## src/rtl/mmss_clock.sv

```systemverilog
// MM:SS elapsed-time counter driven by a one-second tick, with run/pause button,
// active-low 7-segment outputs and a one-cycle pulse on each minute rollover.
module mmss_clock #(
    parameter bit RUN_AT_RESET = 1'b1,
    parameter int MAX_MIN      = 59
) (
    input  logic       CLOCK_50,
    input  logic       KEY,
    input  logic       tick,
    input  logic       run_btn,
    output logic [6:0] HEX0,
    output logic [6:0] HEX1,
    output logic [6:0] HEX2,
    output logic [6:0] HEX3,
    output logic       LEDG,
    output logic       min_pulse
);

    typedef enum logic {STOPPED = 1'b0, RUNNING = 1'b1} state_t;

    localparam logic [3:0] MAX_MT = 4'(MAX_MIN / 10);
    localparam logic [3:0] MAX_MU = 4'(MAX_MIN % 10);

    state_t     state_q, state_d;
    logic       led_q, pulse_q, pulse_d;
    logic       tick_d_q;
    logic       b1_q, b2_q, b3_q;
    logic [3:0] s_u_q, s_t_q, m_u_q, m_t_q;
    logic [3:0] s_u_d, s_t_d, m_u_d, m_t_d;
    logic       tick_rise, btn_rise, count_en;

    assign tick_rise = tick & ~tick_d_q;
    assign btn_rise  = b2_q & ~b3_q;
    // The count decision uses the state before any same-edge toggle.
    assign count_en  = tick_rise && (state_q == RUNNING);

    always_comb begin
        s_u_d   = s_u_q;
        s_t_d   = s_t_q;
        m_u_d   = m_u_q;
        m_t_d   = m_t_q;
        pulse_d = 1'b0;
        state_d = state_q;
        if (btn_rise)
            state_d = (state_q == RUNNING) ? STOPPED : RUNNING;
        if (count_en) begin
            if (s_u_q != 4'd9) begin
                s_u_d = s_u_q + 4'd1;
            end else begin
                s_u_d = 4'd0;
                if (s_t_q != 4'd5) begin
                    s_t_d = s_t_q + 4'd1;
                end else begin
                    s_t_d   = 4'd0;
                    pulse_d = 1'b1;
                    if (m_t_q == MAX_MT && m_u_q == MAX_MU) begin
                        m_u_d = 4'd0;
                        m_t_d = 4'd0;
                    end else if (m_u_q == 4'd9) begin
                        m_u_d = 4'd0;
                        m_t_d = m_t_q + 4'd1;
                    end else begin
                        m_u_d = m_u_q + 4'd1;
                    end
                end
            end
        end
    end

    always_ff @(posedge CLOCK_50) begin
        if (KEY) begin
            state_q  <= RUN_AT_RESET ? RUNNING : STOPPED;
            led_q    <= RUN_AT_RESET;
            pulse_q  <= 1'b0;
            tick_d_q <= 1'b0;
            b1_q     <= 1'b0;
            b2_q     <= 1'b0;
            b3_q     <= 1'b0;
            s_u_q    <= 4'd0;
            s_t_q    <= 4'd0;
            m_u_q    <= 4'd0;
            m_t_q    <= 4'd0;
        end else begin
            state_q  <= state_d;
            led_q    <= (state_d == RUNNING);
            pulse_q  <= pulse_d;
            tick_d_q <= tick;
            b1_q     <= run_btn;
            b2_q     <= b1_q;
            b3_q     <= b2_q;
            s_u_q    <= s_u_d;
            s_t_q    <= s_t_d;
            m_u_q    <= m_u_d;
            m_t_q    <= m_t_d;
        end
    end

    function automatic logic [6:0] seg7(input logic [3:0] d);
        case (d)
            4'd0:    seg7 = 7'b1000000;
            4'd1:    seg7 = 7'b1111001;
            4'd2:    seg7 = 7'b0100100;
            4'd3:    seg7 = 7'b0110000;
            4'd4:    seg7 = 7'b0011001;
            4'd5:    seg7 = 7'b0010010;
            4'd6:    seg7 = 7'b0000010;
            4'd7:    seg7 = 7'b1111000;
            4'd8:    seg7 = 7'b0000000;
            4'd9:    seg7 = 7'b0010000;
            default: seg7 = 7'b1111111;
        endcase
    endfunction

    logic [3:0] digit [4];
    logic [6:0] hex_w [4];

    assign digit[0] = s_u_q;
    assign digit[1] = s_t_q;
    assign digit[2] = m_u_q;
    assign digit[3] = m_t_q;

    for (genvar gi = 0; gi < 4; gi++) begin : g_dec
        assign hex_w[gi] = seg7(digit[gi]);
    end

    assign HEX0      = hex_w[0];
    assign HEX1      = hex_w[1];
    assign HEX2      = hex_w[2];
    assign HEX3      = hex_w[3];
    assign LEDG      = led_q;
    assign min_pulse = pulse_q;

endmodule

```

## config.mk

```make
export PLATFORM = sky130hd
export DESIGN_NAME = mmss_clock
export DESIGN_NICKNAME = d
export VERILOG_FILES = /design/src/rtl/mmss_clock.sv
export SDC_FILE = /design/constraint.sdc
export NUM_CORES = 1
export LEC_CHECK = 0
export BUFFER_PORTS_ARGS = -buffer_cell sky130_fd_sc_hd__buf_4
export CORE_ASPECT_RATIO = 1.2
export CORE_MARGIN = 4
export CORE_UTILIZATION = 52
export DETAILED_ROUTE_END_ITERATION = 8
export GPL_TIMING_DRIVEN = 0
export PLACE_DENSITY = 0.78
export SYNTH_ARGS = -nofsm -noshare
export SYNTH_HDL_FRONTEND = slang
export SYNTH_SLANG_ARGS = --single-unit
```

## constraint.sdc

```tcl
create_clock -name CLOCK_50 -period 2.4 [get_ports CLOCK_50]
set_clock_uncertainty 0.2 [all_clocks]
set_input_delay 0 -clock CLOCK_50 [delete_from_list [all_inputs] [get_ports CLOCK_50]]
set_output_delay 0 -clock CLOCK_50 [all_outputs]
set_load 0.05 [all_outputs]
```

==> results of run 1 <==
==> power groups by stage <==
stage                     Combinational (mW)  Clock, mW  Sequential (mW)
after CTS                              0.162      0.524            0.855
after global placement                 0.143          0            0.875
after detailed placement               0.145          0            0.876
after floorplan                       0.0642          0            0.917
final                                  0.164      0.515            0.855
after global routing                   0.179      0.563            0.857
==> final cells by class <==
class                   instances  area [sq um]  share of cell area
clock buffers                   7          86.3              0.0247
clock inverters                 1          5.00             0.00143
inverters                      22          85.1              0.0244
plain buffers                  10          72.6              0.0208
well taps                      58          72.6              0.0208
flip-flops and latches         50          1020               0.291
repair buffers                 57           450               0.129
multi-input cells             198          1700               0.487
==> critical path, stage by stage, from the launching register on <==
cell	delay [ns]
dfxtp_2	0.34
inv_2	0.06
ha_4	0.12
and3b_2	0.28
nand4_4	0.18
and2_4	0.22
o21ai_4	0.25
inv_2	0.10
ha_2	0.19
o21ai_0	0.07
nand3b_1	0.10
a21o_2	0.22
==> flip-flops by register name, summed over array words and instances, names as in the netlist, 4 cells and up <==
signal and flops:
HEX0 7, HEX1 7, HEX2 7, HEX3 7, m_t_q 4, m_u_q 4
s_t_q 4, s_u_q 4
==> path summary, 6_finish.rpt <==
kind,cells past startpoint,startpoint,end,slack (ns)
worst min-delay path,4,KEY,HEX1[1]$_DFF_P_,0.15
worst min register to register,1,b1_q$_SDFF_PP0_,b2_q$_SDFF_PP0_,0.26
worst max-delay path,11,s_u_q[1]$_SDFFE_PP0N_,HEX3[6]$_DFF_P_,-0.02
worst max register to register,11,s_u_q[1]$_SDFFE_PP0N_,HEX3[6]$_DFF_P_,-0.02
==> synthesized netlist by cell type (2+ instances only) <==
master,number
a21oi_1,25
a31oi_1,3
and3b_1,3
buf_2,2
buf_4,2
clkbuf_1,4
dfxtp_1,50
ha_1,28
inv_1,21
mux2i_1,11
nand2_1,13
nand3_1,3
nand3b_1,4
nand4_1,3
nor2_1,35
nor2b_1,8
nor3_1,4
nor3_2,3
nor4_1,2
o21ai_0,9
o21ai_1,2
o21bai_1,2
o221a_1,3
xnor2_1,2
xor2_1,2
==> cell families (layout without fill, tap and decap cells) <==
| group | count (synthesis) | in the layout |
|---|---|---|
| AO/OA/AOI/OAI | 58 | 58 |
| XOR/XNOR | 5 | 5 |
| adder cells (fa/ha/maj) | 28 | 28 |
| buffers and inverters | 32 | 97 |
| flip-flops | 50 | 50 |
| multiplexers | 13 | 13 |
| AND/OR/NAND/NOR | 94 | 94 |
==> metal layers <==
| metal | vias up | share of wire |
|---|---|---|
| li1 | 1089 | - |
| met1 | 1008 | 0.39 |
| met2 | 46 | 0.55 |
| met3 | 12 | 0.033 |
| met4 | 0 | 0.027 |
| met5 | - | 0 |
==> repair_timing <==
item                                   4_1_cts  5_1_grt
pin swaps                                   10       12
endpoints found under the hold margin        2        0
hold buffers                                 2        0
gates cloned                                 0        1
setup endpoints to repair                   22       23
buffers inserted                            14        8
resized for setup                           28       38
==> flow_summary.ini, run 1 <==
[placement]
place_congestion = 0.850
dp_cells = 370
port-buffer-count = 32
dp.final_hpwl_mm = 3.58
place_area_sq_um = 2950
dp_slack_ns = -0.243

[timing]
slew_viol_final = 0
fin_crit_ns = 2.42
max_freq_mhz = 413
fin_crit_sh = 1.01
setup_violations = 4
holdWs_ns = 0.153
max_slew_margin = 0.596
rsz0062_at_grt = yes
tns_ns = -0.0573
worst_pin_slew_ns = 0.607
fin_ws_ns = -0.0230
final_hold_viol_count = 0

[route]
viasPerCell = 5.35
routedWlPerCell_um = 14.5
dr.pass1.iters = 5
drt_iter0_markers = 80
drc = 0
routed_wl_mm = 5.84
vias = 2155
antenna_left = 0

[logic_synthesis]
async_flop_share = 0
synth-main-ff-cell = dfxtp_1
ys_seq_elements = 50
synth_cell_types = 61
syn_avg_cell_area_sq_um = 9.31
muxShareOfSynthArea = 0.0561
yosysWarnings = 0
yosys.area_share.simple = 0.211
synthesis.nets = 312
syn-cell-area_sq_um = 2610
synth_top_family_by_area = simple AND/OR/NAND/NOR gates
synth_compound_area_frac = 0.142
netlist.area_leader.share = 0.384
synth-edff-count = 0
synth.area.top_cells = dfxtp_1, ha_1, nor2_1
synthAdderAreaFrac = 0.134
synthXorXnorAreaFrac = 0.0197
ys_seq_area_frac = 0.384
synth_cells = 280
yosysTopAreaCell = dfxtp_1

[floorplanning]
coreArea_sq_um = 4730
fp-row-count = 27
dieHeight_um = 85.6
start_util = 0.551
die_area_sq_um = 6220
fp.dieW_um = 72.6
io_pins = 34

[global_routing]
grt.busiest_layer = met2
use_met2 = 0.347
grtUsageMet1 = 0.183
track_usage = 0.183
grt_max_degree = 15
antenna_found_initial = 0
grt-ovfl-total = 0
use_met3 = 0.0352
grt_pass1_vias = 2121
grt_pass1_wl_mm = 9.09

[final_layout]
stdcell_area_sq_um = 3490
utilization = 0.738
n_fill_cell = 344
final_cell_mix = buf_4, dfxtp_1, nor2_1
final_cells = 403
final_common_cell = buf_4
insertedDiodeCount = 0
nNetsFinal = 376
layout-drive-gt1-share = 0.397
area_growth_pct = 33.8

[setup_path]
startpoint_type = flip-flop
required_ns = 2.41
cp-end-kind = flip-flop
critPathMaxFanout = 4
cp.arrival_ns = 2.43
worstSetupPathType = flip-flop to flip-flop

[power_and_ir_drop]
pwr-share-seq = 0.557
p_leak_nw = 1.52
finalPower_mw = 1.53
internal-power_mw = 1.14
power_frac_clock = 0.335
ir_worst_vdd_v = 0.000243
sw_frac_of_total = 0.259
pwr-share-comb = 0.107
power.switching_mw = 0.398
powerDensity_nw_per_um2 = 440

[clocking]
cts_sinks = 50
clk_path_buf_depth = 2
clk_latency_ns = 0.30
cts_buffers = 5
clkSlewWorstSetupHoldPaths_ns = 0.09
htreeDepth = 2
root_buffer = clkbuf_8
cts_tree = yes

[run]
maxCapViolCount = 0

[run_status]
status = complete, but fails checks
violations = setup timing

[worst_hold_path]
hp-class = primary input to flip-flop
Note: power is estimated with default switching activity, not from simulation.
==> inputs of run 2 (changes only) <==
==> constraint.sdc (replaced) <==
create_clock -name CLOCK_50 -period 2.4 [get_ports CLOCK_50]
set_clock_uncertainty 0.2 [all_clocks]
set_input_delay 0.12 -clock CLOCK_50 [delete_from_list [all_inputs] [get_ports CLOCK_50]]
set_output_delay 0.12 -clock CLOCK_50 [all_outputs]
set_load 0.05 [all_outputs]
==> run 2 against run 1 <==
Effect of this change:
- the run still ends with setup timing left
- setup slack worse by 0.039 ns
- clock power down 1%
- routed wire length up 1.1%
- critical path type unchanged
- critical endpoint is now HEX3[3]$_DFF_P_
- largest power group unchanged
==> flow_summary.ini, run 2 (same netlist as run 1, synthesis figures left out) <==
[power_and_ir_drop]
internal-power_mw = 1.14
power.switching_mw = 0.393
pwr-share-seq = 0.558
pwr-share-comb = 0.109
power_frac_clock = 0.333
ir_worst_vdd_v = 0.000241
sw_frac_of_total = 0.257
powerDensity_nw_per_um2 = 434
p_leak_nw = 1.54

[floorplanning]
coreArea_sq_um = 4730
dieHeight_um = 85.6
fp.dieW_um = 72.6
fp-row-count = 27
start_util = 0.551
die_area_sq_um = 6220
io_pins = 34

[timing]
tns_ns = -0.104
fin_ws_ns = -0.0616
worst_pin_slew_ns = 0.610
fin_crit_ns = 2.46
final_hold_viol_count = 0
rsz0062_at_grt = yes
fin_crit_sh = 1.03
max_slew_margin = 0.593
setup_violations = 4
slew_viol_final = 0
max_freq_mhz = 406

[run]
maxCapViolCount = 0

[setup_path]
reg2reg_slack_ns = -0.06
cp.arrival_ns = 2.46
worstSetupPathType = flip-flop to flip-flop
cp-end-kind = flip-flop
required_ns = 2.40
startpoint_type = flip-flop
critPathMaxFanout = 6

[route]
drt_iter0_markers = 88
routed_wl_mm = 5.90
viasPerCell = 5.34
vias = 2161
antenna_left = 0
drc = 0
dr.pass1.iters = 4
routedWlPerCell_um = 14.6

[run_status]
violations = setup timing
status = complete, but fails checks

[global_routing]
grt_pass1_vias = 2088
antenna_found_initial = 0
grt-ovfl-total = 0
grt_pass1_wl_mm = 9.05
grt_max_degree = 15
track_usage = 0.182

[final_layout]
final_cells = 405
layout-drive-gt1-share = 0.398
n_fill_cell = 336
area_growth_pct = 35.5
utilization = 0.747
insertedDiodeCount = 0
final_common_cell = buf_4
final_cell_mix = buf_4, dfxtp_1, nor2_1
nNetsFinal = 378

[clocking]
root_buffer = clkbuf_8
clkSlewWorstSetupHoldPaths_ns = 0.09
clk_latency_ns = 0.30
cts_buffers = 5
cts_sinks = 50
htreeDepth = 2
cts_tree = yes
clk_path_buf_depth = 2

[worst_hold_path]
hp-class = flip-flop to flip-flop

[placement]
dp_cells = 370
dp.final_hpwl_mm = 3.58
port-buffer-count = 32
place_congestion = 0.850
-- run 2: cell type report --
class | instances | area (sq um) | share of cell area
Clock inverter | 1 | 5.00 | 0.00142
Multi-Input combinational cell | 198 | 1730 | 0.490
Buffer | 10 | 72.6 | 0.0205
Clock buffer | 7 | 86.3 | 0.0244
Inverter | 22 | 85.1 | 0.0241
Tap cell | 58 | 72.6 | 0.0205
Sequential cell | 50 | 1020 | 0.288
Timing Repair Buffer | 59 | 465 | 0.132
-- run 2: metrics by stage --
step	hold WS [ns]	worst slack [ns]	power, mW	instance area, sq um
global route	0.283	-0.149	1.60	3530
detailed placement	0.168	-0.243	1.02	2950
floorplan	0.0482	0.00565	0.981	2630
CTS	0.242	-0.0156	1.54	3260
finish	0.263	-0.0616	1.53	3530
global placement	0.136	-0.205	1.02	2950
-- run 2: final timing paths --
check / to / start / cells past startpoint
worst max-delay path: HEX3[3]$_DFF_P_ / m_u_q[1]$_SDFFE_PP0N_ / 13
worst min-delay path: b2_q$_SDFF_PP0_ / b1_q$_SDFF_PP0_ / 1
worst min register to register: b2_q$_SDFF_PP0_ / b1_q$_SDFF_PP0_ / 1
worst max register to register: HEX3[3]$_DFF_P_ / m_u_q[1]$_SDFFE_PP0N_ / 13
-- run 2: repair_timing --
action / in CTS / in global routing
gates cloned: 0 / 1
setup buffers: 14 / 10
pin swaps: 10 / 18
endpoints found under the hold margin: 2 / 0
hold buffers: 2 / 0
endpoints found under the setup margin: 22 / 24
gates resized for setup: 28 / 42
-- run 2: power groups by stage --
stage	clock [mW]	combinational (mW)	sequential (mW)
6_report	0.510	0.167	0.855
5_1_grt	0.565	0.182	0.857
4_1_cts	0.524	0.162	0.855
3_5_place_dp	0	0.145	0.876
3_3_place_gp	0	0.143	0.875
2_1_floorplan	0	0.0642	0.917
-- run 2: critical path, stage by stage, from the launching register on --
cell and delay (ns):
dfxtp_2 0.34, inv_2 0.06, ha_4 0.12, and3b_2 0.19
buf_8 0.12, nand4_4 0.16, buf_12 0.18, mux2i_4 0.19
nor2_4 0.20, inv_4 0.08, ha_4 0.17, nor2_1 0.15
a31oi_1 0.07, o221a_1 0.12
-- run 2: routing by layer --
| metal | share of wire | track usage | routed length (um) |
|---|---|---|---|
| met1 | 0.40 | 0.188 | 2350 |
| met2 | 0.55 | 0.342 | 3220 |
| met3 | 0.033 | 0.0340 | 193 |
| met4 | 0.023 | 0.0889 | 137 |
| met5 | 0 | 0 | 0 |
==> inputs of run 3 (changes only) <==
- CORE_UTILIZATION: 52 -> 54
- CTS_BUF_LIST: unset -> sky130_fd_sc_hd__clkbuf_4
- HOLD_SLACK_MARGIN: unset -> 0.03
- PLACE_DENSITY: 0.78 -> 0.8
- SETUP_SLACK_MARGIN: unset -> 0.2
==> run 3 against run 2 <==
Effect of this change:
- the run still ends with setup timing left
- flip-flop and latch count unchanged
- hold slack got worse by 0.12 ns
- critical path depth decreased by 1
- clock power decreased by 21%
- fmax decreased by 0.72%
- die area decreased by 3.3%
- register-to-register slack got worse by 0.02 ns
- combinational power increased by 4%
- routed wire length increased by 14%
- final area increased by 4.3%
- setup slack got worse by 0.018 ns
- critical path type unchanged
- critical endpoint is now HEX2[3]$_DFF_P_
- highest routed layer unchanged
==> flow_summary.ini, run 3 (same netlist as run 1, synthesis figures left out) <==
[setup_path]
critPathMaxFanout = 5
r2r_start = s_t_q[1]$_SDFFE_PP0N_
required_ns = 2.53
startpoint = s_t_q[1]$_SDFFE_PP0N_
cp-end-kind = flip-flop
cp.arrival_ns = 2.61
startpoint_type = flip-flop
worstSetupPathType = flip-flop to flip-flop

[route]
drt_iter0_markers = 189
antenna_left = 0
drc = 0
dr.pass1.iters = 4
routedWlPerCell_um = 16.1
viasPerCell = 5.50
vias = 2298
routed_wl_mm = 6.72

[global_routing]
grt-ovfl-total = 0
use_met3 = 0.0446
grt.busiest_layer = met2
grt_max_degree = 15
antenna_found_initial = 0
grtUsageMet1 = 0.209
grt_pass1_wl_mm = 9.68
grt_pass1_vias = 2146
track_usage = 0.201
use_met2 = 0.380

[power_and_ir_drop]
power.switching_mw = 0.399
ir_worst_vdd_v = 0.000291
powerDensity_nw_per_um2 = 388
sw_frac_of_total = 0.279
pwr-share-comb = 0.121
power_frac_clock = 0.280
internal-power_mw = 1.03
pwr-share-seq = 0.599
p_leak_nw = 1.63
finalPower_mw = 1.43

[final_layout]
layout-drive-gt1-share = 0.481
multi_input_area_sq_um = 1810
nNetsFinal = 391
regArea_sq_um = 1020
final_cell_mix = buf_4, dfxtp_1, nor2_1
insertedDiodeCount = 0
n_fill_cell = 264
area_growth_pct = 41.4
final_cells = 418
stdcell_area_sq_um = 3690
utilization = 0.796
final_common_cell = buf_4

[worst_hold_path]
hp-class = primary input to flip-flop
hold_start = tick

[clocking]
clk_path_buf_depth = 2
root_buffer = clkbuf_4
cts_buffers = 5
htreeDepth = 2
clk_latency_ns = 0.39
cts_tree = yes
clkSlewWorstSetupHoldPaths_ns = 0.15
cts_sinks = 50

[timing]
fin_ws_ns = -0.0794
tns_ns = -0.0931
final_hold_viol_count = 0
rsz0062_at_grt = yes
slew_viol_final = 0
max_slew_margin = 0.634
fin_crit_sh = 1.03
max_freq_mhz = 403
fin_crit_ns = 2.48
setup_violations = 3
worst_pin_slew_ns = 0.549
holdWs_ns = 0.140

[placement]
dp_slack_ns = -0.157
port-buffer-count = 32
dp_cells = 370
place_area_sq_um = 3030
place_congestion = 0.878
dp.final_hpwl_mm = 3.69

[run_status]
violations = setup timing
status = complete, but fails checks

[floorplanning]
die_area_sq_um = 6010
fp.dieW_um = 71.4
start_util = 0.563
io_pins = 34
coreArea_sq_um = 4630
fp-row-count = 27
dieHeight_um = 84.1

[run]
maxCapViolCount = 0
==> run 3: worst max-delay path, stage by stage (launching register included) <==
cell and delay (ns):
dfxtp_2 0.35, inv_2 0.06, ha_4 0.11, and3b_1 0.16
buf_6 0.14, nand3_4 0.10, or3_4 0.42, a21oi_4 0.16
inv_2 0.09, ha_4 0.28, nor2_4 0.03, o21bai_4 0.17
a21oi_2 0.14
==> run 3: final timing paths <==
path	end	slack, ns	cells past startpoint
worst max-delay path	HEX2[3]$_DFF_P_	-0.08	12
worst min-delay path	HEX0[4]$_DFF_P_	0.14	5
worst max register to register	HEX2[3]$_DFF_P_	-0.08	12
worst min register to register	b2_q$_SDFF_PP0_	0.26	1
==> run 3: cell type report <==
cell class	instances	share of cell area
sequential	50	0.277
multi-input combinational	198	0.492
tap	58	0.0197
clock inverter	2	0.00238
clock buffer	6	0.0122
timing repair buffer	72	0.154
inverter	22	0.0224
buffer	10	0.0207
==> run 3: timing repair <==
item,in CTS,in global routing
buffers inserted,25,13
endpoints found under the setup margin,28,29
pin swaps,17,23
hold endpoints to repair,2,0
gates resized for setup,30,45
hold buffers,2,0
==> run 3: per-layer routing <==
layer / part of all wire / vias to the layer above / routed length (um)
met4: 0.019 / 0 / 127
met2: 0.56 / 57 / 3740
met5: 0 / - / 0
li1: - / 1121 / -
met3: 0.038 / 15 / 257
met1: 0.39 / 1105 / 2590
==> run 3: power groups by stage <==
stage          logic, mW  clock network, mW  registers, mW
4_1_cts            0.164              0.401          0.857
6_report           0.173              0.401          0.857
5_1_grt            0.185              0.442          0.859
3_5_place_dp       0.150                  0          0.876
2_1_floorplan     0.0685                  0          0.918
3_3_place_gp       0.148                  0          0.876
